`src/rtl/rf_pkg.sv`:
```
// Shared register-file write types.
// Used by the WB stage, the long-latency unit and the write arbiter.
package rf_pkg;
    localparam int AW   = 5;
    localparam int DW   = 32;
    localparam int NREG = 32;

    typedef struct packed {
        logic [AW-1:0] wa;
        logic [DW-1:0] wd;
    } rf_wr_t;
endpackage

```
`src/rtl/rf_write_arbiter_if.sv`:
```
// Write-side bundle between producers and the register-file arbiter.
// master = producers/ID/regfile side, slave = the arbiter.
interface rf_write_arbiter_if
    import rf_pkg::*;
#(
    parameter int DEPTH = 4
) ();
    localparam int CW = $clog2(DEPTH) + 1;

    logic            pipe_we;
    logic [AW-1:0]   pipe_wa;
    logic [DW-1:0]   pipe_wd;
    logic            lu_valid;
    logic            lu_ready;
    logic [AW-1:0]   lu_wa;
    logic [DW-1:0]   lu_wd;
    logic            issue_valid;
    logic [AW-1:0]   issue_wa;
    logic            rf_we;
    logic [AW-1:0]   rf_wa;
    logic [DW-1:0]   rf_wd;
    logic [NREG-1:0] busy;
    logic [CW-1:0]   q_count;
    logic            err;

    modport master (
        output pipe_we, pipe_wa, pipe_wd,
        output lu_valid, lu_wa, lu_wd,
        output issue_valid, issue_wa,
        input  lu_ready, rf_we, rf_wa, rf_wd,
        input  busy, q_count, err
    );

    modport slave (
        input  pipe_we, pipe_wa, pipe_wd,
        input  lu_valid, lu_wa, lu_wd,
        input  issue_valid, issue_wa,
        output lu_ready, rf_we, rf_wa, rf_wd,
        output busy, q_count, err
    );
endinterface

```
`src/rtl/rf_write_arbiter_sync_fifo.sv`:
```
// Small synchronous FIFO with a registered occupancy count.
// DEPTH must be a power of two so the pointers wrap naturally.
module sync_fifo #(
    parameter int WIDTH = 8,
    parameter int DEPTH = 4
) (
    input  logic                     clk,
    input  logic                     rst,
    input  logic                     i_push,
    input  logic                     i_pop,
    input  logic [WIDTH-1:0]         i_din,
    output logic [WIDTH-1:0]         o_head,
    output logic [$clog2(DEPTH):0]   o_count
);
    localparam int PW = $clog2(DEPTH);
    localparam logic [PW:0] LP_FULL = (PW+1)'(DEPTH);

    logic [WIDTH-1:0] r_mem [DEPTH];
    logic [PW-1:0]    r_rd;
    logic [PW-1:0]    r_wr;
    logic [PW:0]      r_count;
    logic             w_push;
    logic             w_pop;

    assign w_push  = i_push && (r_count != LP_FULL);
    assign w_pop   = i_pop && (r_count != '0);
    assign o_head  = r_mem[r_rd];
    assign o_count = r_count;

    always_ff @(posedge clk) begin
        if (w_push) begin
            r_mem[r_wr] <= i_din;
        end
    end

    always_ff @(posedge clk) begin
        if (rst) begin
            r_rd    <= '0;
            r_wr    <= '0;
            r_count <= '0;
        end else begin
            if (w_push) begin
                r_wr <= r_wr + 1'b1;
            end
            if (w_pop) begin
                r_rd <= r_rd + 1'b1;
            end
            unique case ({w_push, w_pop})
                2'b10:   r_count <= r_count + 1'b1;
                2'b01:   r_count <= r_count - 1'b1;
                default: r_count <= r_count;
            endcase
        end
    end
endmodule

```
`src/rtl/rf_write_arbiter.sv`:
```
// Regfile write-port arbiter: WB has priority, long-latency results queue.
// Also tracks pending long-latency destinations for ID hazard checks.
module rf_write_arbiter
    import rf_pkg::*;
#(
    parameter int DEPTH = 4
) (
    input  logic              clk,
    input  logic              rst,
    rf_write_arbiter_if.slave bus
);
    localparam int CW = $clog2(DEPTH) + 1;
    localparam logic [CW-1:0] LP_FULL = CW'(DEPTH);

    logic            w_pipe_act;
    logic            w_empty;
    logic            w_accept;
    logic            w_push;
    logic            w_pop;
    logic            w_issue;
    logic            w_err_set;
    rf_wr_t          w_din;
    rf_wr_t          w_head;
    logic [CW-1:0]   w_count;
    logic [NREG-1:0] w_busy_nxt;
    logic [NREG-1:0] r_busy;
    logic            r_err;

    assign w_pipe_act = bus.pipe_we && (bus.pipe_wa != '0);
    assign w_empty    = (w_count == '0);
    assign w_accept   = bus.lu_valid && bus.lu_ready;
    assign w_push     = w_accept && (bus.lu_wa != '0);
    assign w_pop      = !rst && !w_pipe_act && !w_empty;
    assign w_issue    = bus.issue_valid && (bus.issue_wa != '0);
    assign w_din      = '{wa: bus.lu_wa, wd: bus.lu_wd};

    sync_fifo #(
        .WIDTH ($bits(rf_wr_t)),
        .DEPTH (DEPTH)
    ) u_fifo (
        .clk     (clk),
        .rst     (rst),
        .i_push  (w_push),
        .i_pop   (w_pop),
        .i_din   (w_din),
        .o_head  (w_head),
        .o_count (w_count)
    );

    // Depends on registered occupancy only, never on the WB stage.
    assign bus.lu_ready = !rst && (w_count != LP_FULL);
    assign bus.q_count  = w_count;
    assign bus.busy     = r_busy;
    assign bus.err      = r_err;

    always_comb begin
        bus.rf_we = 1'b0;
        bus.rf_wa = '0;
        bus.rf_wd = '0;
        if (!rst) begin
            if (w_pipe_act) begin
                bus.rf_we = 1'b1;
                bus.rf_wa = bus.pipe_wa;
                bus.rf_wd = bus.pipe_wd;
            end else if (!w_empty) begin
                bus.rf_we = 1'b1;
                bus.rf_wa = w_head.wa;
                bus.rf_wd = w_head.wd;
            end
        end
    end

    // Clear first so a same-cycle issue to the popped register wins.
    always_comb begin
        w_busy_nxt = r_busy;
        if (w_pop) begin
            w_busy_nxt[w_head.wa] = 1'b0;
        end
        if (w_issue) begin
            w_busy_nxt[bus.issue_wa] = 1'b1;
        end
    end

    assign w_err_set =
        (w_issue && r_busy[bus.issue_wa] &&
         !(w_pop && (w_head.wa == bus.issue_wa))) ||
        (w_push && !r_busy[bus.lu_wa]);

    always_ff @(posedge clk) begin
        if (rst) begin
            r_busy <= '0;
            r_err  <= 1'b0;
        end else begin
            r_busy <= w_busy_nxt;
            r_err  <= r_err || w_err_set;
        end
    end
endmodule

```
`src/flat_wrapper.sv`:
```
// flat-port wrapper written by rule: the top's interface ports become plain ports
module rf_write_arbiter_flat import rf_pkg::*;
#(
    parameter int DEPTH = 4
)
  (clk, rst, bus_pipe_we, bus_pipe_wa, bus_pipe_wd, bus_lu_valid, bus_lu_wa, bus_lu_wd, bus_issue_valid, bus_issue_wa, bus_lu_ready, bus_rf_we, bus_rf_wa, bus_rf_wd, bus_busy, bus_q_count, bus_err);
  rf_write_arbiter_if #(.DEPTH(DEPTH)) bus_i ();
  input  logic clk;
  input  logic rst;
  input wire logic [$bits(bus_i.pipe_we)-1:0] bus_pipe_we;
  input wire logic [$bits(bus_i.pipe_wa)-1:0] bus_pipe_wa;
  input wire logic [$bits(bus_i.pipe_wd)-1:0] bus_pipe_wd;
  input wire logic [$bits(bus_i.lu_valid)-1:0] bus_lu_valid;
  input wire logic [$bits(bus_i.lu_wa)-1:0] bus_lu_wa;
  input wire logic [$bits(bus_i.lu_wd)-1:0] bus_lu_wd;
  input wire logic [$bits(bus_i.issue_valid)-1:0] bus_issue_valid;
  input wire logic [$bits(bus_i.issue_wa)-1:0] bus_issue_wa;
  output wire logic [$bits(bus_i.lu_ready)-1:0] bus_lu_ready;
  output wire logic [$bits(bus_i.rf_we)-1:0] bus_rf_we;
  output wire logic [$bits(bus_i.rf_wa)-1:0] bus_rf_wa;
  output wire logic [$bits(bus_i.rf_wd)-1:0] bus_rf_wd;
  output wire logic [$bits(bus_i.busy)-1:0] bus_busy;
  output wire logic [$bits(bus_i.q_count)-1:0] bus_q_count;
  output wire logic [$bits(bus_i.err)-1:0] bus_err;
  assign bus_i.pipe_we = bus_pipe_we;
  assign bus_i.pipe_wa = bus_pipe_wa;
  assign bus_i.pipe_wd = bus_pipe_wd;
  assign bus_i.lu_valid = bus_lu_valid;
  assign bus_i.lu_wa = bus_lu_wa;
  assign bus_i.lu_wd = bus_lu_wd;
  assign bus_i.issue_valid = bus_issue_valid;
  assign bus_i.issue_wa = bus_issue_wa;
  assign bus_lu_ready = bus_i.lu_ready;
  assign bus_rf_we = bus_i.rf_we;
  assign bus_rf_wa = bus_i.rf_wa;
  assign bus_rf_wd = bus_i.rf_wd;
  assign bus_busy = bus_i.busy;
  assign bus_q_count = bus_i.q_count;
  assign bus_err = bus_i.err;
  rf_write_arbiter #(.DEPTH(DEPTH)) u_core (.clk(clk), .rst(rst), .bus(bus_i));
endmodule
```
`config.mk`:
```
export PLATFORM = sky130hd
export DESIGN_NAME = rf_write_arbiter_flat
export DESIGN_NICKNAME = d
export VERILOG_FILES = /design/src/rtl/rf_pkg.sv /design/src/rtl/rf_write_arbiter_if.sv /design/src/rtl/rf_write_arbiter_sync_fifo.sv /design/src/rtl/rf_write_arbiter.sv /design/src/flat_wrapper.sv
export SDC_FILE = /design/constraint.sdc
export NUM_CORES = 1
export LEC_CHECK = 0
export BUFFER_PORTS_ARGS = -buffer_cell sky130_fd_sc_hd__buf_2
export CORE_ASPECT_RATIO = 1.25
export CORE_MARGIN = 2
export CORE_UTILIZATION = 60
export CTS_CLUSTER_DIAMETER = 150
export DETAILED_ROUTE_END_ITERATION = 6
export PLACE_DENSITY_LB_ADDON = 0.25
export SLEW_MARGIN = 20
export SYNTH_ARGS = -nofsm -noshare
export SYNTH_HDL_FRONTEND = slang
export SYNTH_HIERARCHICAL = 1
export SYNTH_SLANG_ARGS = --single-unit
```
`constraint.sdc`:
```
create_clock -name clk -period 6.9 [get_ports clk]
set_clock_uncertainty 0.1 [all_clocks]
set_input_delay 0.345 -clock clk [delete_from_list [all_inputs] [get_ports clk]]
set_output_delay 0.345 -clock clk [all_outputs]
set_load 0.02 [all_outputs]
```
======== Word level (Yosys, flattened, before mapping) ========
Memory sizes are Yosys's and may differ from the RTL's. A register that Yosys moved wholly into a read port is not among the register bits.
Index checks and enable logic that the tools add are counted.
operators by class
  $add $sub $neg .......................... 4
  $lt $le $gt $ge ......................... 5
  equal/unequal tests ..................... 4
  mux-type cells .......................... 24
  bitwise gates (word level) .............. 3
  reductions and logical operators ........ 28
operator list
  kind                                                         number
  two-way mux 32 bit                                           5
  bitwise AND 32 bit                                           1
  NOT 32 bit                                                   1
  bitwise OR 32 bit                                            1
  less-than comparator 5 x 6 -> 1 bit (second input constant)  3
  logical AND 1 bit                                            15
  two-way mux 5 bit                                            3
  nonzero test 5 bit                                           3
  binary-select mux 1 bit (select 5 bit)                       2
  demux 1 bit (select 5 bit)                                   2
  >= comparator 5 x 1 -> 1 bit (second input constant)         2
  two-way mux 1 bit                                            9
  one-hot mux 3 bit (2 select lines)                           1
  == test 5 bit                                                1
  logical NOT 1 bit                                            5
  adder 2 x 1 -> 2 bit (second input constant)                 2
  two-way mux 2 bit                                            2
  adder 3 x 1 -> 3 bit (second input constant)                 1
  logical NOT 3 bit                                            1
  inequality test 3 bit (second input constant)                1
  nonzero test 3 bit                                           1
  subtractor 3 x 1 -> 3 bit (second input constant)            1
  == test 2 x 1 -> 1 bit (second input constant)               1
  == test 2 bit (second input constant)                        1
  2 further kinds                                              3
storage, ports and cells
  register bits after elaboration ......... 40
  bits in writable memories ............... 148
  output and inout bits ................... 75
  word-level logic and storage cells ...... 74
  memories kept ........................... 1
memory list
  memory               words  width  read ports  clocked after memory_dff  wr ports  line                              RTL
  u_core.u_fifo.r_mem  4      37     1           1                         1         rf_write_arbiter_sync_fifo.sv:18  logic [WIDTH-1:0] r_mem [DEPTH];

======== Depth between registers and ports, before layout ========
  depth after elaboration ................. 10
  mapped depth ............................ 12
  mapped depth without buffers ............ 12

======== Modules after synthesis ========
Netlist, hierarchy kept.
by module, submodules not included
  module            instances  cells each  area an instance (um^2)  sequential area each (um^2)
  sync_fifo         1          243         5871.9                   4624.4
  rf_write_arbiter  1          284         2381.0                   660.6

======== Worst setup path after synthesis ========
Ideal clock, no wire load.
  path kind ............................... input-to-reg
  start point ............................. input bus_pipe_wa[2]
  end point ............................... register u_core.u_fifo.r_count[2] (netlist: u_core/u_fifo/o_count[2])
  data arrival time ....................... 2838 ps
  data required time ...................... 6730 ps
  setup slack ............................. 3892 ps
  stages .................................. 12
  path buffers ............................ 2
  path through ............................ or4_1 -> o21ai_2 -> and2_1 -> buf_2 -> buf_4 -> o31a_1 -> ha_1 -> inv_1 -> fa_1 -> xor2_1 -> or3_1 -> a21oi_1
on the way
  cells in the longest elaborated chain, start to end .. 8
  elaborated cells between the ends (all ways) .. 10
  those cells by class .................... eq/ne (2); mux (1); reduce/logical (7)
ends and longest elaborated chain
  item                                                                      line                              RTL
  from (decl)                                                               flat_wrapper.sv:11                input wire logic [$bits(bus_i.pipe_wa)-1:0] bus_pipe_wa;
  nonzero test 5 bit (*)                                                    rf_write_arbiter.sv:29            assign w_pipe_act = bus.pipe_we && (bus.pipe_wa != '0);
  logical AND 1 bit (*)                                                     rf_write_arbiter.sv:29
  logical NOT 1 bit (*)                                                     rf_write_arbiter.sv:33            assign w_pop = !rst && !w_pipe_act && !w_empty;
  logical AND 1 bit (*) (2 in series)                                       rf_write_arbiter.sv:33
  named net u_core.w_pop                                                    rf_write_arbiter.sv:19            logic w_pop;
  logical AND 1 bit (*)                                                     rf_write_arbiter_sync_fifo.sv:26  assign w_pop = i_pop && (r_count != '0);
  named net u_core.u_fifo.w_pop                                             rf_write_arbiter_sync_fifo.sv:23  logic w_pop;
  == test 2 x 1 -> 1 bit or == test 2 bit (tied branches)                   rf_write_arbiter_sync_fifo.sv:48  unique case ({w_push, w_pop})
  one-hot mux 3 bit (2 select lines) or nonzero test 2 bit (tied branches)  --
  to (signal assigned)                                                      rf_write_arbiter_sync_fifo.sv:49  2'b10: r_count <= r_count + 1'b1;
  to (signal assigned)                                                      rf_write_arbiter_sync_fifo.sv:50  2'b01: r_count <= r_count - 1'b1;
  to (signal assigned)                                                      rf_write_arbiter_sync_fifo.sv:51  default: r_count <= r_count;
  to (decl)                                                                 rf_write_arbiter_sync_fifo.sv:21  logic [PW:0] r_count;
Mark *: on every way through the listed nets, which the timed path passes. The rest lies on a longest branch.
A chain may end at the register's enable or synchronous reset.

======== Worst setup path in the final report ========
  start point ............................. register u_core.u_fifo.r_count[2] (netlist: u_core/u_fifo/o_count[2])
  end point ............................... register u_core.u_fifo.r_count[2] (netlist: u_core/u_fifo/o_count[2])
on the way
  elaborated cells between the ends (all ways) .. 16
  those cells by class .................... add/sub (2); eq/ne (3); mux (1); reduce/logical (10)
RTL lines
  item                                                                      line                              RTL
  logical NOT 3 bit                                                         rf_write_arbiter.sv:30            assign w_empty = (w_count == '0);
  logical NOT 1 bit                                                         rf_write_arbiter.sv:33
  logical AND 1 bit                                                         rf_write_arbiter.sv:33
  logical AND 1 bit (*)                                                     rf_write_arbiter_sync_fifo.sv:26
  named net u_core.u_fifo.w_pop                                             rf_write_arbiter_sync_fifo.sv:23
  == test 2 x 1 -> 1 bit or == test 2 bit (tied branches)                   rf_write_arbiter_sync_fifo.sv:48
  one-hot mux 3 bit (2 select lines) or nonzero test 2 bit (tied branches)  --
Marked as above.

==> results.md <==
- The number of clock buffers added by TritonCTS is 17.
- The cell with the largest stage delay on the worst path is and2_2.
- Relative to the synthesized area, the layout overhead comes to 17.5%.
- The DRC violation count after routing is 0.
- The path class of the lowest-slack min-delay path is input port to register.
- The cell sitting at the root of the clock tree is a clkbuf_16.
- The library cell occupying the most area in the post-synthesis netlist is edfxtp_1.
- The final wirelength is 18.8 mm.
- The run finished with clean final reports.
- The last weighted congestion value of the routability-driven placer is 1.01.
- The total of hold buffers inserted after clock tree synthesis is 0.
- The post-synthesis net count is 617.
- The synthesized design devotes to its leading area cell type 53.9% of total area.
- In this run, synthesis inferred 148 flip-flops with an integrated enable.
- Of all nets on the critical path, the largest fanout is 37.
- The via count of the first global-routing pass is 5613.
- The power density over the cells is 255 mW/mm2.
- The share of the Yosys chip area taken by registers is 64.0%.
- The via-per-instance ratio is 6.28.
- The worst setup path is launched from a register.
- During I/O placement, the number of pins put on the boundary was 159.
- The share of the cycle needed by the critical path after routing is 55.5%.
- The analysis attributes to net switching a power of 0.583 mW.
- The final critical-path required period is 3.83 ns.
- The synthesized netlist cell count is 527.
- The setup slack of the most critical reg-to-reg path is 3.07 ns.
- The destination of the worst hold path is u_core/u_fifo/r_mem[0][0].
- The arrival time of data at the critical path endpoint is 4.09 ns.
- Row generation in the floorplan step produced 47 rows.
- The internal power is 1.89 mW.
- The fraction of final layout cells sized beyond drive strength 1 is 36.8%.
- The maximum count of clock buffers along a single path is 2.
- The worst-case IR drop observed on VDD is 183 uV.
- The via count of the routed design is 5376.
- The number of antenna-violating nets in the routed design is 0.
- The final global-route overflow total is 0.
- The floorplan step defined a die boundary enclosing 0.0147 mm2.
- The sequential power share is 51.3%.
- In this run, the number of DRC markers left after iteration 0 of detailed routing was 542.
- 0 antenna diodes ended up in the layout.
- The worst setup path is captured at a register.
- The clock insertion delay at the later pin of the skew report is 0.43 ns.
- By area the synthesized netlist is led by edfxtp_1 54%, mux4_2 13%, dfxtp_1 10%.
- The proportion of power drawn by combinational gates is 8.1%.
- The x dimension of the die is 109 um.
- Port buffering added 158 buffers.
- Setup repair after global routing left no endpoint under its margin.
- For this configuration, the core starts out at a cell density of 61.8%.
- The relative max-transition margin is 30.6%.
- In this run the static leakage power is 3.52 nW.
- The main flop type after synthesis is edfxtp_1.
- The average instance in the mapped netlist occupies 15.7 um2.
- The maximum number of pins on one net before global-route repair is 48.
- The total power is 2.47 mW.
- Across the run, the number of max-cap violations was 0.
- The number of max-slew violations in the final report is 0.
- Data on the critical path is required at its endpoint by 7.16 ns.
- For this design, the sink count on the clock tree is 190.
- The filler cell count in the final layout is 866.
- The startpoint of the tightest hold check path is bus_lu_wd[0].
- The number of different library cells used by synthesis comes to 44.
- The final layout contains 762 nets.
- The count of endpoints failing setup in the final report is 0.
- In the final timing run, aggregate negative setup slack is 0 ns.
- The die height is 135 um.
- In this run the critical register-to-register path is captured at u_core/u_fifo/o_count[2].
- The worst register-to-register path begins at u_core/u_fifo/o_count[2].
- In the post-synthesis netlist, the cell with the most instances is edfxtp_1.
- The maximum clock rate is 261 MHz.
- The post-cts sizing count is 0.
- The switching power share of the total is 23.6%.
- The first-pass GRT wire length is 29.1 mm.
- In this run, synthesis produced a sequential element count of 190.
- The count of buffers added by post-CTS timing repair for setup is 0.
- Clock-pin slew was measured on the worst setup and hold paths at 0.08 ns.
- Final hold analysis gives a worst-case slack of 0.0310 ns.
- TritonCTS built the clock tree.
- The largest single stage delay on the critical path is 0.88 ns.
- By startpoint and endpoint, the worst setup path is classified as register to register.
- The signal on the critical path passes through nor3_1, nor2_1, and2_2, o31a_1, ha_1, inv_1, fa_1, xor2_1, or3_1, a21oi_1.
- In the final routed layout, each cell accounts on average for 21.9 um.
- After synthesis the cells add up to 0.00825 mm2.
- The proportion of power drawn by the clock network is 40.7%.
- For this run, the detailed router's first-pass iteration total came to 5.
- The detailed placer's ending HPWL is 12.1 mm.
- For this run, the number of Yosys warnings is 6.
- The floorplan core area is 0.0133 mm2.
- The number of levels the H-tree was split into is 4.
- The final number of hold-violating endpoints is 0.
- Global routing consumed, over all layers together, 26.9% of the routing resources.
- The number of antenna violations at the first check in global routing is 0.
- The transition at the pin with the smallest max-transition slack is 1.04 ns.
- The number of cells on the worst reg-to-reg path is 10.
- The commonest cells after synthesis are 148 x edfxtp_1, 47 x mux4_2, 42 x dfxtp_1.
- The fraction of registers with async set/reset is 0%.
- The worst hold path cell count is 1.
-- worst max path at each step --
| stage | endpoint | depth (start not counted) | slack, ns | startpoint |
|---|---|---|---|---|
| final | u_core/u_fifo/o_count[2] | 10 | 3.07 | u_core/u_fifo/o_count[2] |
| after CTS | u_core/u_fifo/o_count[2] | 10 | 3.13 | u_core/u_fifo/o_count[2] |
| after global placement | u_core/u_fifo/o_count[2] | 11 | 3.05 | bus_pipe_wa[2] |
| after global routing | u_core/u_fifo/o_count[2] | 10 | 2.87 | u_core/u_fifo/o_count[2] |
| after detailed placement | u_core/u_fifo/o_count[2] | 11 | 2.84 | bus_pipe_wa[2] |
| after floorplan | u_core/u_fifo/o_count[2] | 12 | 3.89 | bus_pipe_wa[2] |
-- worst max-delay path, delay by kind of cell (launching register included) --
family          cells  cell delay [ns]
compound gates      2             0.46
simple gates        4             1.89
xor+xnor            1             0.16
fa+ha+maj           2             0.59
buf+inv             1             0.07
flops               1             0.49
-- metrics by stage --
step	util (%)	std cells	area, um2	worst slack [ns]
floorplan	-	527	8250	3.89
global placement	68.0	824	9080	3.05
detailed placement	68.0	824	9080	2.84
CTS	72.6	856	9690	3.13
global route	72.6	856	9690	2.87
finish	72.6	856	9690	3.07
-- layout make-up --
cell class                      instances  area (um2)  area share [%]
Sequential cell                       190        5290            54.6
Multi-Input combinational cell        295        2740            28.3
Timing Repair Buffer                  160         806            8.31
Clock buffer                           18         429            4.43
Tap cell                              171         214            2.21
Clock inverter                         14         188            1.94
Inverter                                8        30.0           0.310
-- flip-flops by register name (all words and copies together), names as in the netlist, named ones only --
signal                 flops
u_core/u_fifo/r_rd         2
u_core/u_fifo/r_wr         2
u_core/bus.busy           32
u_core/bus.err             1
u_core/u_fifo/o_count      3
u_core/u_fifo/r_mem      148
-- power by group through the flow --
stage / Clock (mW) / Sequential, mW / Combinational (mW)
2_1_floorplan: 0 / 1.30 / 0.117
3_3_place_gp: 0 / 1.29 / 0.191
3_5_place_dp: 0 / 1.29 / 0.197
4_1_cts: 1.02 / 1.27 / 0.199
5_1_grt: 1.06 / 1.27 / 0.214
6_report: 1.01 / 1.27 / 0.200
-- logic make-up (layout without fill, tap and decap cells) --
family	count (synthesis)	in the layout	share of synthesized area, %
flops	190	190	64.0
compound gates	115	115	9.19
simple gates	105	105	6.06
mux	60	60	15.8
buf+inv	42	200	2.94
xor+xnor	9	9	0.955
fa+ha+maj	6	6	1.00
-- placed cells by master, fill, tap and decap left out, types with 4 or more instances in the layout --
cell type	Yosys	layout
a21oi_1	38	38
a22o_1	35	35
and2_2	0	5
buf_2	7	158
clkbuf_16	0	17
dfxtp_1	42	40
edfxtp_1	148	148
ha_1	5	5
inv_1	8	8
inv_6	0	4
inv_8	0	6
mux2i_1	4	4
mux4_1	7	7
mux4_2	47	47
nand2_1	38	38
nand2b_1	6	6
nand4_1	5	5
nand4b_1	4	4
nor2_1	27	26
nor2b_1	4	4
nor3_1	4	4
o21ai_0	33	33
xor2_1	8	8
-- per-layer routing --
metal | part of all wire (%) | GRT usage (%) | vias up
met5 | 0 | 0 | -
met4 | 3.1 | 12.1 | 0
met3 | 7.8 | 6.71 | 41
met2 | 52 | 46.3 | 300
met1 | 37 | 31.6 | 2656
li1 | - | - | 2379
(Power assumes the default switching activity.)
